**src/rtl/grf_wb_pkg.sv**
```systemverilog
// grf_wb_pkg: register-file and trace-entry constants shared by the write-back slice.
// Rev 1.0
`default_nettype none

package grf_wb_pkg;

    localparam logic [4:0] REG_ZERO = 5'd0;
    localparam logic [4:0] REG_RA   = 5'd31;

    localparam int TR_DATA_W   = 32;
    localparam int TR_ADDR_W   = 5;
    localparam int TR_PC_W     = 32;
    localparam int TR_W        = TR_PC_W + TR_ADDR_W + TR_DATA_W;
    localparam int TR_DATA_LSB = 0;
    localparam int TR_ADDR_LSB = TR_DATA_LSB + TR_DATA_W;
    localparam int TR_PC_LSB   = TR_ADDR_LSB + TR_ADDR_W;

    // Field order matches the offsets above: pc in the MSBs, data in the LSBs.
    typedef struct packed {
        logic [TR_PC_W-1:0]   pc;
        logic [TR_ADDR_W-1:0] addr;
        logic [TR_DATA_W-1:0] data;
    } trace_entry_t;

    function automatic trace_entry_t pack_trace(input logic [TR_PC_W-1:0]   pc,
                                                input logic [TR_ADDR_W-1:0] addr,
                                                input logic [TR_DATA_W-1:0] data);
        trace_entry_t e;
        e.pc   = pc;
        e.addr = addr;
        e.data = data;
        return e;
    endfunction

endpackage

`default_nettype wire

```
**src/rtl/grf_trace_fifo.sv**
```systemverilog
// grf_trace_fifo: synchronous FIFO with valid/ready pop, drop-on-full push and sticky overflow.
// Rev 1.0
`default_nettype none

module grf_trace_fifo #(
    parameter int WIDTH = 69,
    parameter int DEPTH = 4,
    parameter int AW    = 2
) (
    input  logic             clk,
    input  logic             reset_n,
    input  logic             push_i,
    input  logic [WIDTH-1:0] wdata_i,
    input  logic             ready_i,
    output logic             valid_o,
    output logic [WIDTH-1:0] rdata_o,
    output logic             full_o,
    output logic             ovf_o
);

    localparam logic [AW:0] FULL_CNT = (AW+1)'(DEPTH);

    logic [WIDTH-1:0] mem_q [DEPTH];
    logic [AW-1:0]    wr_ptr_q;
    logic [AW-1:0]    rd_ptr_q;
    logic [AW:0]      count_q;
    logic [AW:0]      count_d;
    logic             ovf_q;

    logic w_pop;
    logic w_push_ok;
    logic w_drop;

    assign valid_o = (count_q != '0);
    assign full_o  = (count_q == FULL_CNT);
    assign ovf_o   = ovf_q;

    // A pop in the same cycle frees the slot, so a full FIFO still accepts the push.
    assign w_pop     = valid_o & ready_i;
    assign w_push_ok = push_i & (~full_o | w_pop);
    assign w_drop    = push_i & full_o & ~w_pop;

    always_comb begin
        count_d = count_q;
        if (w_push_ok && !w_pop) begin
            count_d = count_q + 1'b1;
        end else if (!w_push_ok && w_pop) begin
            count_d = count_q - 1'b1;
        end
    end

    always_ff @(posedge clk or negedge reset_n) begin
        if (!reset_n) begin
            wr_ptr_q <= '0;
            rd_ptr_q <= '0;
            count_q  <= '0;
            ovf_q    <= 1'b0;
        end else begin
            if (w_push_ok) begin
                wr_ptr_q <= wr_ptr_q + 1'b1;
            end
            if (w_pop) begin
                rd_ptr_q <= rd_ptr_q + 1'b1;
            end
            count_q <= count_d;
            if (w_drop) begin
                ovf_q <= 1'b1;
            end
        end
    end

    always_ff @(posedge clk) begin
        if (w_push_ok) begin
            mem_q[wr_ptr_q] <= wdata_i;
        end
    end

    assign rdata_o = valid_o ? mem_q[rd_ptr_q] : '0;

endmodule

`default_nettype wire

```
**src/rtl/grf_wb.sv**
```systemverilog
// grf_wb: W-stage write-back into the 32x32 register file, D-stage read ports with W->D bypass, commit trace FIFO.
// Rev 1.0
`default_nettype none

module grf_wb
    import grf_wb_pkg::*;
#(
    parameter int TRACE_DEPTH = 4,
    parameter int TRACE_AW    = 2
) (
    input  logic        clk,
    input  logic        reset_n,
    input  logic        w_we,
    input  logic [4:0]  w_addr,
    input  logic [31:0] w_data,
    input  logic [31:0] w_pc,
    input  logic [4:0]  d_ra1,
    input  logic [4:0]  d_ra2,
    output logic [31:0] d_rd1,
    output logic [31:0] d_rd2,
    output logic        trace_valid,
    input  logic        trace_ready,
    output logic [31:0] trace_pc,
    output logic [4:0]  trace_addr,
    output logic [31:0] trace_data,
    output logic        trace_full,
    output logic        trace_ovf
);

    logic [31:0]     rf_q [32];
    logic            w_byp_en;
    trace_entry_t    w_push_entry;
    logic [TR_W-1:0] w_head;

    always_ff @(posedge clk or negedge reset_n) begin
        if (!reset_n) begin
            for (int i = 0; i <= int'(REG_RA); i++) begin
                rf_q[i] <= '0;
            end
        end else if (w_we && (w_addr != REG_ZERO)) begin
            rf_q[w_addr] <= w_data;
        end
    end

    // Bypass is masked while reset is held so reads reflect the cleared file.
    assign w_byp_en = w_we & reset_n;

    always_comb begin
        d_rd1 = rf_q[d_ra1];
        if (d_ra1 == REG_ZERO) begin
            d_rd1 = '0;
        end else if (w_byp_en && (w_addr == d_ra1)) begin
            d_rd1 = w_data;
        end
    end

    always_comb begin
        d_rd2 = rf_q[d_ra2];
        if (d_ra2 == REG_ZERO) begin
            d_rd2 = '0;
        end else if (w_byp_en && (w_addr == d_ra2)) begin
            d_rd2 = w_data;
        end
    end

    assign w_push_entry = pack_trace(w_pc, w_addr, w_data);

    grf_trace_fifo #(
        .WIDTH (TR_W),
        .DEPTH (TRACE_DEPTH),
        .AW    (TRACE_AW)
    ) u_trace_fifo (
        .clk     (clk),
        .reset_n (reset_n),
        .push_i  (w_we),
        .wdata_i (w_push_entry),
        .ready_i (trace_ready),
        .valid_o (trace_valid),
        .rdata_o (w_head),
        .full_o  (trace_full),
        .ovf_o   (trace_ovf)
    );

    assign trace_pc   = w_head[TR_PC_LSB   +: TR_PC_W];
    assign trace_addr = w_head[TR_ADDR_LSB +: TR_ADDR_W];
    assign trace_data = w_head[TR_DATA_LSB +: TR_DATA_W];

endmodule

`default_nettype wire

```
**config.mk**
```make
export PLATFORM = sky130hd
export DESIGN_NAME = grf_wb
export DESIGN_NICKNAME = d
export VERILOG_FILES = /design/src/rtl/grf_wb_pkg.sv /design/src/rtl/grf_trace_fifo.sv /design/src/rtl/grf_wb.sv
export SDC_FILE = /design/constraint.sdc
export NUM_CORES = 2
export LEC_CHECK = 0
export BUFFER_PORTS_ARGS = -buffer_cell sky130_fd_sc_hd__buf_4
export CORE_AREA = 10 10 359 361
export DETAILED_ROUTE_END_ITERATION = 16
export DIE_AREA = 0 0 369 371
export PLACE_DENSITY = 0.71
export SYNTH_ARGS = -nofsm -noshare
export SYNTH_HDL_FRONTEND = slang
export SYNTH_SLANG_ARGS = --single-unit
```
**constraint.sdc**
```tcl
create_clock -name clk -period 5 [get_ports clk]
set_clock_uncertainty 0.1 [all_clocks]
set_input_delay 1 -clock clk [delete_from_list [all_inputs] [get_ports clk]]
set_output_delay 1 -clock clk [all_outputs]
set_load 0.01 [all_outputs]
```
* Yosys cells after proc, flatten, opt, wreduce, memory -nomap -nowiden
Memory sizes are Yosys's and may differ from the RTL's.
Cells that the tools add are included.
** Word-level totals
- Logic and storage cells :: 90
- Memories :: 1
- Register bits after elaboration :: 1032
- Bits in writable memories :: 276
** Memory list
- u_trace_fifo.mem_q :: words 4, width 69, read ports 1, clocked after Yosys merged registers in 0, wr ports 1, line grf_trace_fifo.sv:23 : logic [WIDTH-1:0] mem_q [DEPTH];
** Cells by class
- Bitwise logic cells :: 11
- Add/subtract/negate cells :: 4
- Reductions and logical operators :: 13
- Equal/unequal tests :: 3
- Order comparisons :: 4
- Multiplexer cells :: 18
** Operator list (number)
- 1024-bit bitwise mux :: 1
- 32-bit binary-select mux with 5-bit select :: 2
- 32-bit two-way mux :: 9
- 32-bit demux with 5-bit select :: 1
- 69-bit two-way mux :: 1
- 6-bit greater-or-equal comparator (second input constant) :: 3
- 5-bit NOT with 6-bit output :: 3
- 5-bit equality test :: 2
- 5-bit zero test :: 2
- 1-bit logical AND :: 6
- 6-bit by 1-bit < comparator with 1-bit output (second input constant) :: 1
- 3-bit two-way mux :: 2
- 1-bit bitwise AND :: 5
- 5-bit nonzero test :: 1
- 2-bit by 1-bit adder with 2-bit output (second input constant) :: 2
- 3-bit by 1-bit adder with 3-bit output (second input constant) :: 1
- 3-bit equality test (second input constant) :: 1
- 3-bit nonzero test :: 1
- 3-bit by 1-bit subtractor with 3-bit output (second input constant) :: 1
- 1-bit zero test :: 2
- 1-bit two-way mux :: 2
- 1-bit NOT :: 2
- 2-bit nonzero test :: 1
- 1-bit bitwise OR :: 1

* Depth between registers and ports, before layout
- Depth after elaboration :: 8
- Depth in mapped cells :: 10
- Mapped depth without buffers :: 9

* Hierarchy
Synthesis repeated with hierarchy kept, for this count alone.
** Second synthesis, totals
- Cells, all modules :: 4252
- Area, all modules :: 65950.8 sq um
** By module, submodules not included
- grf_wb :: area an instance 55002.8 sq um, cells an instance 3777, instances 1
- grf_trace_fifo :: area an instance 10948.0 sq um, cells an instance 475, instances 1

* Worst setup path after synthesis
Ideal clock, no wire load.
- Kind :: input -> register
- Start point :: in w_we
- End point :: mem u_trace_fifo.mem_q[0][0] (enable)
- Cell stages on the path :: 4
- Data arrival time :: 3.171 ns
- Required time :: 4.465 ns
- Library setup time :: 0.435 ns
- Slack :: 1.294 ns
- Path through :: buf_2 > nor2b_1 > clkbuf_1 > and2_1
** On the way
- Cells in the longest elaborated chain, start to end :: 3
** RTL lines
- from (decl) :: line grf_wb.sv:13 : input logic w_we,
- 1-bit bitwise AND :: line grf_trace_fifo.sv:40 : assign w_push_ok = push_i & (~full_o | w_pop);
- net u_trace_fifo.w_push_ok :: line grf_trace_fifo.sv:31 : logic w_push_ok;
- 1-bit two-way mux :: line grf_trace_fifo.sv:73 : if (w_push_ok) begin
- 1-bit two-way mux (implied by the code) :: line grf_trace_fifo.sv:74 : mem_q[wr_ptr_q] <= wdata_i;
- to (decl) :: line grf_trace_fifo.sv:23
The timed path passes the listed nets, and every way through them passes these cells.

* Worst setup path in the final report
- Start point :: in d_ra2[1]
- End point :: out d_rd2[18]
** On the way
- Cells in the longest elaborated chain, start to end :: 6
- Elaborated cells on any way between the ends :: 9
** RTL lines
- from (decl) :: line grf_wb.sv:18 : input logic [4:0] d_ra2,
- 5-bit NOT with 6-bit output (implied by the code) :: line grf_wb.sv:58 : d_rd2 = rf_q[d_ra2];
- 32-bit binary-select mux with 5-bit select :: line grf_wb.sv:58
- 32-bit two-way mux (implied by the code) (2 in series) :: line grf_wb.sv:58
- 32-bit two-way mux :: line grf_wb.sv:61 : end else if (w_byp_en && (w_addr == d_ra2)) begin
- 32-bit two-way mux (*) :: line grf_wb.sv:59 : if (d_ra2 == REG_ZERO) begin
- to (decl) :: line grf_wb.sv:20 : output logic [31:0] d_rd2,
Every way passes the cells marked *; elsewhere a longest branch is shown, timed or not. The select of a mux whose other input is x is not followed.

==> flow_summary_export.csv <==
group,metric,value,unit
outcome,status,"finished, final reports clean",
power,vdd_ir_drop_max,300,uV
synth,ys.flop_type,"dfrtp_1",
synth,synth-edff-count,276,
cells_and_area,antennaDiodeCount,0,
placed_design,hpwl,131000,um
synth,synth.net_count,4394,
global_route,gr-max-usage-layer,"met2",
synth,synth_seq_area_share,0.514,
synth,synth-seq-cells,1308,
worst_setup_path,cp.arrival,3790,ps
global_route,met3_usage,0.0677,
synth,avgSynthCellArea,15.4,sq um
worst_setup_path,crit_path_start_kind,"input port",
worst_setup_path,worstSetupEndpointType,"output port",
worst_setup_path,r2r_start,"u_trace_fifo.count_q[2]",
die,start_util,0.546,
detailed_routing,vias,42600,
worst_setup_path,crit_slowest_cell,"a211oi_1",
power,p_leak,31.3,nW
global_route,met2_usage,0.470,
worst_setup_path,crit_type,"input port to output port",
clocking,clkTransAtPathRegs,60,ps
global_route,track_usage,0.305,
global_route,grt_pass1_wl,307000,um
cells_and_area,area_delta_synth_final,12.8,%
worst_setup_path,crit_chain,"clkbuf_8 > buf_4 > mux4_2 > nor2_1 > nor3_1 > a311oi_1 > a211oi_1 > buf_4",
detailed_routing,via_per_inst,6.93,
cells_and_area,layout-drive-gt1-share,0.502,
cells_and_area,multi_input_area,30000,sq um
cells_and_area,n_fill_cell,9045,
sta,timing.final.crit_share,0.977,
power,total_power,33.3,mW
cells_and_area,mostFrequentLayoutCells,"mux2_2, dfrtp_1, mux4_2",
synth,synth_cell_types,62,
synth,netlist_area,66300,sq um
die,core.rowCount,128,
placed_design,port-buffer-count,218,
worst_setup_path,cp_common_cell,"buf_4",
global_route,use_met1,0.411,
placed_design,post-place-ws,320,ps
sta,hold_violations,0,
worst_setup_path,cpPeakStageDelay,1180,ps
global_route,grt_max_degree,175,
synth,ys_warn_count,0,
cells_and_area,regArea,34100,sq um
sta,max-slew-margin-rel,0.0267,
detailed_routing,wl_per_cell,34.2,um
placed_design,gp_congestion,0.871,
sta,worst_pin_slew,1450,ps
sta,rsz0062_at_grt,"no",
die,die_h,371,um
clocking,cts-htree-levels,4,
worst_setup_path,crit_fanout,18,
power,p_per_area,445,nW/um^2
clocking,clock-sinks,1308,
clocking,cts.repair.resized,0,
sta,setup_viol,0,
placed_design,placedInstanceArea,70000,sq um
clocking,tritoncts,"built",
sta,tns,0,ps
die,io_pins,219,
detailed_routing,drt_iter0_drc,5003,
worst_setup_path,crit_required,3900,ps
synth,netlist_instances,4305,
sta,layout_setup_ws,115,ps
die,core_area,121000,sq um
clocking,cts_buffer_depth,3,
global_route,antenna_found_initial,4,
clocking,cts_setup_buffers,0,
hold_path,hold_path.class,"input port to asynchronous set/reset pin",
synth,async_flop_share,0.789,
detailed_routing,firstDrtPassIters,7,
clocking,clock-root-buffer,"clkbuf_16",
detailed_routing,antenna_left,0,
global_route,grt_pass1_vias,43200,
flow_run,maxCapViolations,0,
sta,slew_violations,0,
cells_and_area,final_common_cell,"mux2_2",
clocking,insertion_delay,760,ps
die,chipWidth,369,um
detailed_routing,drt_wl_total,210000,um
worst_setup_path,crit_path_start,"d_ra2[1]",
global_route,grt_overflow,0,
cells_and_area,final_nets,4503,
sta,min_period,4890,ps
clocking,numCtsBuffers,142,
cells_and_area,post-route-cell-area,74800,sq um
die,die-area,137000,sq um
sta,max_freq,0.205,GHz
clocking,cts_hold_buffers,0,
detailed_routing,drc_errors,0,
[area by class of cell]
cell class,instances,area share
Multi-Input combinational cell,2527,0.401
Clock inverter,49,0.0100
Inverter,6,0.000301
Timing Repair Buffer,429,0.0519
Clock buffer,205,0.0539
Tap cell,1625,0.0272
Sequential cell,1308,0.456
[cell usage after synthesis (9+ instances only)]
master        n  area, sq um
xnor2_1       9         78.8
nand3_1      22          110
o21ai_1      14         70.1
a22oi_1      72          541
nor2b_1      17          106
and2_1       77          482
o221ai_1     12          105
nor2_1       78          293
a221o_1      12          120
a221oi_1     39          342
o22ai_1      89          557
a2111oi_0     9         78.8
nor3b_1      12         90.1
clkbuf_1    206          773
buf_4        33          248
a211o_1      19          166
mux2i_1     174         1740
a211oi_1     47          353
nand2b_1     11         68.8
buf_2       133          666
buf_1        48          180
buf_6        31          349
mux2_2     1073        12100
mux4_2      477        10700
edfxtp_1    276         8290
o21ai_0      33          165
a21oi_1      38          190
nand2_1      55          206
dfrtp_1    1032        25800
nor3_1       50          250
[power by group]
group / total, mW / internal, mW / leakage (nW) / switching, mW
Sequential: 14.4 / 13.0 / 15.8 / 1.45
Clock: 10.8 / 6.42 / 2.33 / 4.43
Combinational: 8.03 / 4.47 / 13.2 / 3.56
[per-layer routing]
metal | vias up | part of all wire
met2 | 2180 | 0.47
met3 | 543 | 0.089
met4 | 10 | 0.050
met1 | 22900 | 0.39
li1 | 17000 | -
met5 | - | 0.00029
[critical path: cells and delay by family]
kind | cells | cell delay (ps)
simple gates | 2 | 360
compound gates | 2 | 1270
buf+inv | 3 | 890
mux | 1 | 250
[per-stage QoR]
step / util / std cells / hold slack, ps
after floorplan: - / 4305 / 341
after global placement: 0.577 / 5895 / 277
after detailed placement: 0.577 / 5895 / 282
after CTS: 0.616 / 6149 / 3.69
after global routing: 0.616 / 6149 / 25.7
final: 0.616 / 6149 / 29.1
[worst paths after layout]
check,endpoint,slack (ps),depth (start not counted)
min reg2reg,rf_q[1023],300,0
min in group clk,rf_q[1023],300,0
max in group asynchronous,rf_q[463],2210,4
max,d_rd2[18],110,8
max reg2reg,u_trace_fifo.mem_q[0][67],2290,5
min,u_trace_fifo.ovf_o,30,1
[cells by family (layout without fill, tap and decap cells)]
kind of cell | count (synthesis) | count (layout) | share of synthesized area
adder cells (fa/ha/maj) | 6 | 6 | 0.00125
AND/OR/NAND/NOR | 355 | 355 | 0.0279
flip-flops | 1308 | 1308 | 0.514
XOR/XNOR | 16 | 16 | 0.00211
AO/OA/AOI/OAI | 426 | 426 | 0.0470
multiplexers | 1724 | 1724 | 0.370
buffers and inverters | 470 | 689 | 0.0370
[registers in the layout, summed over array words and instances, names as in the netlist]
| register | cells |
|---|---|
| u_trace_fifo.wr_ptr_q | 2 |
| rf_q | 1024 |
| u_trace_fifo.mem_q | 276 |
| u_trace_fifo.ovf_o | 1 |
| u_trace_fifo.count_q | 3 |
| u_trace_fifo.rd_ptr_q | 2 |
Power figures use the tool's default switching activity.
